$ cat config.mk
export PLATFORM = sky130hd
export DESIGN_NAME = unified_mem_arbiter
export DESIGN_NICKNAME = d
export VERILOG_FILES = /design/src/rtl/unified_mem_arbiter.sv
export SDC_FILE = /design/constraint.sdc
export NUM_CORES = 1
export LEC_CHECK = 0
export ABC_AREA = 1
export CELL_PAD_IN_SITES_DETAIL_PLACEMENT = 0
export CELL_PAD_IN_SITES_GLOBAL_PLACEMENT = 1
export CORE_ASPECT_RATIO = 0.5
export CORE_MARGIN = 2
export CORE_UTILIZATION = 35
export CTS_BUF_LIST = sky130_fd_sc_hd__clkbuf_8
export DETAILED_ROUTE_END_ITERATION = 8
export PLACE_DENSITY_LB_ADDON = 0.1
export SLEW_MARGIN = 40
export SYNTH_ARGS = -nofsm -noshare
export SYNTH_HDL_FRONTEND = slang
export SYNTH_SLANG_ARGS = --single-unit
$ cat constraint.sdc
create_clock -name clk -period 3.5 [get_ports clk]
set_input_delay 0.35 -clock clk [delete_from_list [all_inputs] [get_ports clk]]
set_output_delay 0.35 -clock clk [all_outputs]
set_load 0.03 [all_outputs]
$ cat src/rtl/unified_mem_arbiter.sv
// Arbitrates one single-port memory between instruction fetch and load/store,
// producing the pipeline stall and guarding the memory handshake with a watchdog.
module unified_mem_arbiter #(
    parameter int unsigned ADDR_W  = 16,
    parameter int unsigned DATA_W  = 16,
    parameter int unsigned TIMEOUT = 64
) (
    input  logic              clk,
    input  logic              rst,
    input  logic              if_req,
    input  logic [ADDR_W-1:0] if_addr,
    output logic [DATA_W-1:0] if_rdata,
    output logic              if_valid,
    input  logic              d_rd,
    input  logic              d_wr,
    input  logic [ADDR_W-1:0] d_addr,
    input  logic [DATA_W-1:0] d_wdata,
    output logic [DATA_W-1:0] d_rdata,
    output logic              d_valid,
    input  logic              flush,
    output logic              stall,
    output logic              mem_req,
    output logic              mem_we,
    output logic [ADDR_W-1:0] mem_addr,
    output logic [DATA_W-1:0] mem_wdata,
    input  logic              mem_ready,
    input  logic [DATA_W-1:0] mem_rdata,
    output logic              err,
    output logic [1:0]        dbg_state
);

    // Memory handshake: mem_req rises on the edge after issue and, together with
    // mem_we/mem_addr/mem_wdata, stays stable until the first edge with
    // mem_req & mem_ready; mem_ready is ignored while mem_req is low.

    typedef enum logic [1:0] {
        IDLE       = 2'd0,
        DATA_BUSY  = 2'd1,
        FETCH_BUSY = 2'd2,
        FETCH_DROP = 2'd3
    } state_t;

    localparam int unsigned CNT_W = (TIMEOUT > 1) ? $clog2(TIMEOUT) : 1;
    localparam logic [CNT_W-1:0] CNT_LAST = (TIMEOUT > 0) ? CNT_W'(TIMEOUT - 1) : '0;

    state_t              state_q, state_d;
    logic                mem_req_q, mem_req_d;
    logic                mem_we_q, mem_we_d;
    logic [ADDR_W-1:0]   mem_addr_q, mem_addr_d;
    logic [DATA_W-1:0]   mem_wdata_q, mem_wdata_d;
    logic [DATA_W-1:0]   if_rdata_q, if_rdata_d;
    logic [DATA_W-1:0]   d_rdata_q, d_rdata_d;
    logic                if_done_q, if_done_d;
    logic                d_done_q, d_done_d;
    logic                err_q, err_d;
    logic [CNT_W-1:0]    cnt_q, cnt_d;

    logic d_pend, f_pend, complete, expire;

    assign d_pend   = (d_rd | d_wr) & ~d_done_q;
    assign f_pend   = if_req & ~if_done_q;
    assign stall    = (state_q != IDLE) | d_pend | f_pend;
    assign complete = mem_req_q & mem_ready;
    // Completion on the expiry edge takes precedence over the timeout.
    assign expire   = (TIMEOUT != 0) && mem_req_q && !mem_ready && (cnt_q == CNT_LAST);

    always_comb begin
        state_d     = state_q;
        mem_req_d   = mem_req_q;
        mem_we_d    = mem_we_q;
        mem_addr_d  = mem_addr_q;
        mem_wdata_d = mem_wdata_q;
        if_rdata_d  = if_rdata_q;
        d_rdata_d   = d_rdata_q;
        if_done_d   = if_done_q;
        d_done_d    = d_done_q;
        err_d       = err_q;
        cnt_d       = cnt_q;

        if (!stall) begin
            if_done_d = 1'b0;
            d_done_d  = 1'b0;
        end
        if (flush) begin
            if_done_d = 1'b0;
        end

        case (state_q)
            IDLE: begin
                if (d_pend) begin
                    state_d     = DATA_BUSY;
                    mem_req_d   = 1'b1;
                    mem_we_d    = d_wr;
                    mem_addr_d  = d_addr;
                    mem_wdata_d = d_wdata;
                    cnt_d       = '0;
                end else if (f_pend && !flush) begin
                    state_d    = FETCH_BUSY;
                    mem_req_d  = 1'b1;
                    mem_we_d   = 1'b0;
                    mem_addr_d = if_addr;
                    cnt_d      = '0;
                end
            end
            DATA_BUSY: begin
                if (complete) begin
                    mem_req_d = 1'b0;
                    d_done_d  = 1'b1;
                    state_d   = IDLE;
                    if (!mem_we_q) begin
                        d_rdata_d = mem_rdata;
                    end
                end else if (expire) begin
                    mem_req_d = 1'b0;
                    err_d     = 1'b1;
                    d_done_d  = 1'b1;
                    d_rdata_d = '0;
                    state_d   = IDLE;
                end else begin
                    cnt_d = cnt_q + 1'b1;
                end
            end
            FETCH_BUSY: begin
                // A flush landing on the completing edge still discards the word.
                if (complete) begin
                    mem_req_d = 1'b0;
                    state_d   = IDLE;
                    if (!flush) begin
                        if_rdata_d = mem_rdata;
                        if_done_d  = 1'b1;
                    end
                end else if (expire) begin
                    mem_req_d = 1'b0;
                    err_d     = 1'b1;
                    state_d   = IDLE;
                    if (!flush) begin
                        if_rdata_d = '0;
                        if_done_d  = 1'b1;
                    end
                end else begin
                    cnt_d = cnt_q + 1'b1;
                    if (flush) begin
                        state_d = FETCH_DROP;
                    end
                end
            end
            FETCH_DROP: begin
                if (complete) begin
                    mem_req_d = 1'b0;
                    state_d   = IDLE;
                end else if (expire) begin
                    mem_req_d = 1'b0;
                    err_d     = 1'b1;
                    state_d   = IDLE;
                end else begin
                    cnt_d = cnt_q + 1'b1;
                end
            end
            default: begin
                state_d   = IDLE;
                mem_req_d = 1'b0;
            end
        endcase
    end

    always_ff @(posedge clk or posedge rst) begin
        if (rst) begin
            state_q     <= IDLE;
            mem_req_q   <= 1'b0;
            mem_we_q    <= 1'b0;
            mem_addr_q  <= '0;
            mem_wdata_q <= '0;
            if_rdata_q  <= '0;
            d_rdata_q   <= '0;
            if_done_q   <= 1'b0;
            d_done_q    <= 1'b0;
            err_q       <= 1'b0;
            cnt_q       <= '0;
        end else begin
            state_q     <= state_d;
            mem_req_q   <= mem_req_d;
            mem_we_q    <= mem_we_d;
            mem_addr_q  <= mem_addr_d;
            mem_wdata_q <= mem_wdata_d;
            if_rdata_q  <= if_rdata_d;
            d_rdata_q   <= d_rdata_d;
            if_done_q   <= if_done_d;
            d_done_q    <= d_done_d;
            err_q       <= err_d;
            cnt_q       <= cnt_d;
        end
    end

    assign mem_req   = mem_req_q;
    assign mem_we    = mem_we_q;
    assign mem_addr  = mem_addr_q;
    assign mem_wdata = mem_wdata_q;
    assign if_rdata  = if_rdata_q;
    assign if_valid  = if_done_q;
    assign d_rdata   = d_rdata_q;
    assign d_valid   = d_done_q;
    assign err       = err_q;
    assign dbg_state = state_q;

endmodule

# Word level (Yosys, flattened, before mapping)
# Index checks and enable logic that the tools add are counted.
# W data, S select, Z words.
[classes]
add_sub_neg = 1
n_reduce_logical = 19
eq_ne = 13
muxes = 39
bitwise_logic = 9
[op_table]
columns = ["op", "n"]
rows = [
  ["$mux W16", 9],
  ["$mux W6", 4],
  ["$mux W1", 16],
  ["$mux W2", 7],
  ["$pmux W6 S2", 1],
  ["$reduce_and A3 Y1", 4],
  ["$ne A2 B2 Y1 const B", 5],
  ["$add A6 B1 Y6 const B", 1],
  ["$eq A6 B6 Y1 const B", 1],
  ["$ne A3 B1 Y1 const B", 2],
  ["$pmux W2 S3", 1],
  ["$reduce_and A2 Y1", 3],
  ["$reduce_bool A2 Y1", 3],
  ["$eq A2 B2 Y1 const B", 2],
  ["$ne A4 B4 Y1 const B", 1],
  ["$reduce_and A4 Y1", 1],
  ["$and A1 B1 Y1", 3],
  ["$logic_and A1 B1 Y1", 3],
  ["$ne A3 B3 Y1 const B", 1],
  ["$not A1 Y1", 3],
  ["$or A1 B1 Y1", 3],
  ["$reduce_or A3 Y1", 1],
  ["$eq A2 B1 Y1 const B", 1],
  ["$logic_not A1 Y1", 2],
  ["other kinds (3)", 3],
]
[word_totals]
regBits = 77
word_cells = 92
out_inout_bits = 72
input_bits = 71

# Depth between registers and ports, before layout
[logic_depth]
depth_word = 10
depth_mapped = 9
depth_no_buf = 9

# Worst setup path before layout
# Ideal clock, no wire load.
[synth_timing]
path_kind = "reg2out"
startpoint = "reg state_q[0], in the netlist dbg_state[0]"
endpoint = "out stall"
slack_ps = 1803
stages_incl_launch_ff = 5
t_required_ps = 3150
n_path_buf = 0
arrival_ps = 1347
path_cell_list = "dfrtp_1 > nor2_4 > inv_2 > nor2_1 > o21ai_0"
[synth_between]
elab_chain_len = 3
[synth_lines]
columns = ["element", "line_no", "source"]
rows = [
  ["from (decl)", "46", "state_t state_q, state_d;"],
  ["from (signal assigned)", "180", "state_q <= state_d;"],
  ["$reduce_bool A2 Y1", "62", "assign stall = (state_q != IDLE) | d_pend | f_pend;"],
  ["$or A1 B1 Y1 (2 in a row)", "62", ""],
  ["to (decl)", "21", "output logic stall,"],
]
# No other way between the ends.

# Worst setup path after layout
[layout_timing]
startpoint = "in d_wr"
endpoint = "out stall"
[layout_between]
elab_chain_len = 4
[layout_lines]
columns = ["element", "line_no", "source"]
rows = [
  ["from (decl)", "15", "input logic d_wr,"],
  ["$or A1 B1 Y1", "60", "assign d_pend = (d_rd | d_wr) & ~d_done_q;"],
  ["$and A1 B1 Y1", "60", ""],
  ["$or A1 B1 Y1 (2 in a row)", "62", ""],
]
# No other way between the ends.

==> results.toml <==
[cts]
clk_pin_slew_ns = 0.08
ctsHoldBuffers = 0
cts_max_path_buffers = 2
cts.sinks = 77
clock_latency_ns = 0.35
cts_setup_buffers = 0
cts-resized-gates = 0
cts-root-buf = "clkbuf_8"
numCtsBuffers = 9
cts_tree = "yes"
cts-htree-levels = 3

[yosys]
yosys-top-cells-count = "nand2_1, dfrtp_1, o21ai_2"
synthCells = 418
yosysMostFrequentCell = "nand2_1"
seq_area_frac_synth = 0.530
yosys-top-cells-area = "dfrtp_1, nand2_1, o21ai_2"
netlist_area_um2 = 3640
synth_nets = 490
synth-async-reset-ratio = 1.00
synth_top_area_frac = 0.530
synth_seq_cells = 77
synth_warnings = 0
syn_avg_cell_area_um2 = 8.70
synth-edff-count = 0
synth_largest_area_cell = "dfrtp_1"
synth_ff_type = "dfrtp_1"
synth_cell_types = 25

[hold_path]
hp-class = "in2async"

[timing]
fin_crit_sh = 0.682
setup-violations-final = 0
worst_slew_pin_slew_ns = 0.595
skew_ns = 0.00773
maxSlewHeadroom = 0.602
fmax_mhz = 419
hold_viol_final = 0
slew_viol_final = 0
period_minus_slack_ns = 2.39
setup_tns_ns = 0
rsz0062_at_grt = "no"

[setup_path]
cp-end-kind = "output port"
crit_fanout = 3
required_ns = 3.15
start_kind = "input pin"
arrival_ns = 2.04
setup.worst_path.class = "in2out"

[placement]
hpwl_um = 6570
port_buffers = 142
gp_congestion = 0.736
placed_cells = 688

[die]
ios = 143
initial_core_util = 0.358
rows = 26
die_y_um = 76.1
coreArea_um2 = 10100
dieArea_um2 = 11300
die_w_um = 148

[global_route]
grt_overflow_total = 0
grt_pass1_wl_um = 15600
grt_use_total = 0.173
grt_max_degree = 43
antenna_found_initial = 0
grt_pass1_vias = 3079

[drt]
vias_per_cell = 4.43
drt-initial-drc-count = 113
drt_pass1_iterations = 4
finalWirelength_um = 9220
postRouteAntennaNets = 0
drc = 0
vias = 3120
wl_per_cell_um = 13.1

[final_layout]
nets = 631
drive_gt1_frac = 0.156
diodes = 0
area_growth_pct = 48.2
final_cell_count_no_fill = 704
finish.utilization = 0.531

[status]
outcome = "completed"

[pwr]
power_density_nw_per_um2 = 877
total_power_mw = 4.73
p_leak_nw = 2.56
vdd_drop_max_v = 0.000428

[job]
drv_cap = 0
cells in the final DEF (no fill, tap or decap), types with 2 or more instances in the layout:
cell type and instances:
nand2_1 198, clkdlybuf4s50_1 142, dfrtp_1 77, o21ai_2 32, nand3_1 27, nand2_2 19
inv_1 12, nor2_1 10, clkbuf_8 9, buf_4 5, nand2_4 4, o21ai_0 4
nor2_4 3, inv_2 3, bufinv_16 3, nor2_2 2, nand3_4 2
worst max-delay path, stage by stage:
cell             delay (ns)
clkdlybuf4s50_1        0.49
nor2_1                 0.22
nor2_4                 0.04
nor2_1                 0.17
o21ai_0                0.15
clkdlybuf4s50_1        0.62
layout make-up:
class,instances,area (µm²)
fillers,968,4760
flip-flops and latches,77,1930
multi-input cells,308,1530
repair buffers,147,1460
well taps,140,175
clock buffers,9,124
clock inverters,7,115
inverters,16,62.6
report_power, final:
group / internal [mW] / switching (mW) / total [mW]
sequential: 1.23 / 0.254 / 1.49
combinational: 0.946 / 1.50 / 2.44
clock: 0.471 / 0.329 / 0.800
worst paths after layout:
path / endpoint / cells past startpoint / slack (ns) / from
min in group clk: mem_wdata[7] / 2 / 0.48 / mem_wdata[7]
setup reg to reg: if_rdata[14] / 8 / 1.61 / cnt_q[0]
max in group asynchronous: if_rdata[9] / 3 / 2.35 / rst
hold reg to reg: mem_wdata[7] / 2 / 0.48 / mem_wdata[7]
hold / removal: d_rdata[15] / 2 / 0.40 / rst
setup / recovery: stall / 6 / 1.11 / d_wr
cells by family after synthesis:
kind of cell	after synthesis	synth area share
AOI/OAI and AO/OA	39	0.0912
xor gates and xnor gates	1	0.00241
adders and majority gates	1	0.00344
buffers and inverters	33	0.0499
DFF	77	0.530
and+or+nand+nor	267	0.323
metrics by stage:
stage	hold slack (ns)	area, µm²	setup WS (ns)
detailed placement	0.459	5150	1.12
global route	0.446	5390	1.00
finish	0.403	5390	1.11
floorplan	0.495	3640	1.18
CTS	0.450	5390	1.12
global placement	0.455	5150	1.18
sequential cells by signal (all words and copies together), names as in the netlist:
signal,count
if_valid,1
dbg_state,2
if_rdata,16
cnt_q,6
d_valid,1
mem_addr,16
mem_req,1
d_rdata,16
err,1
mem_wdata,16
mem_we,1
routing by layer:
metal / part of all wire / track usage / vias to the layer above / routed length (µm)
met3: 0.079 / 0.0629 / 6 / 728
met4: 0.0092 / 0.0505 / 0 / 85
met2: 0.42 / 0.252 / 108 / 3870
met1: 0.49 / 0.242 / 1410 / 4540
li1: - / - / 1596 / -
met5: 0 / 0 / - / 0
Power figures use the tool's default switching activity.
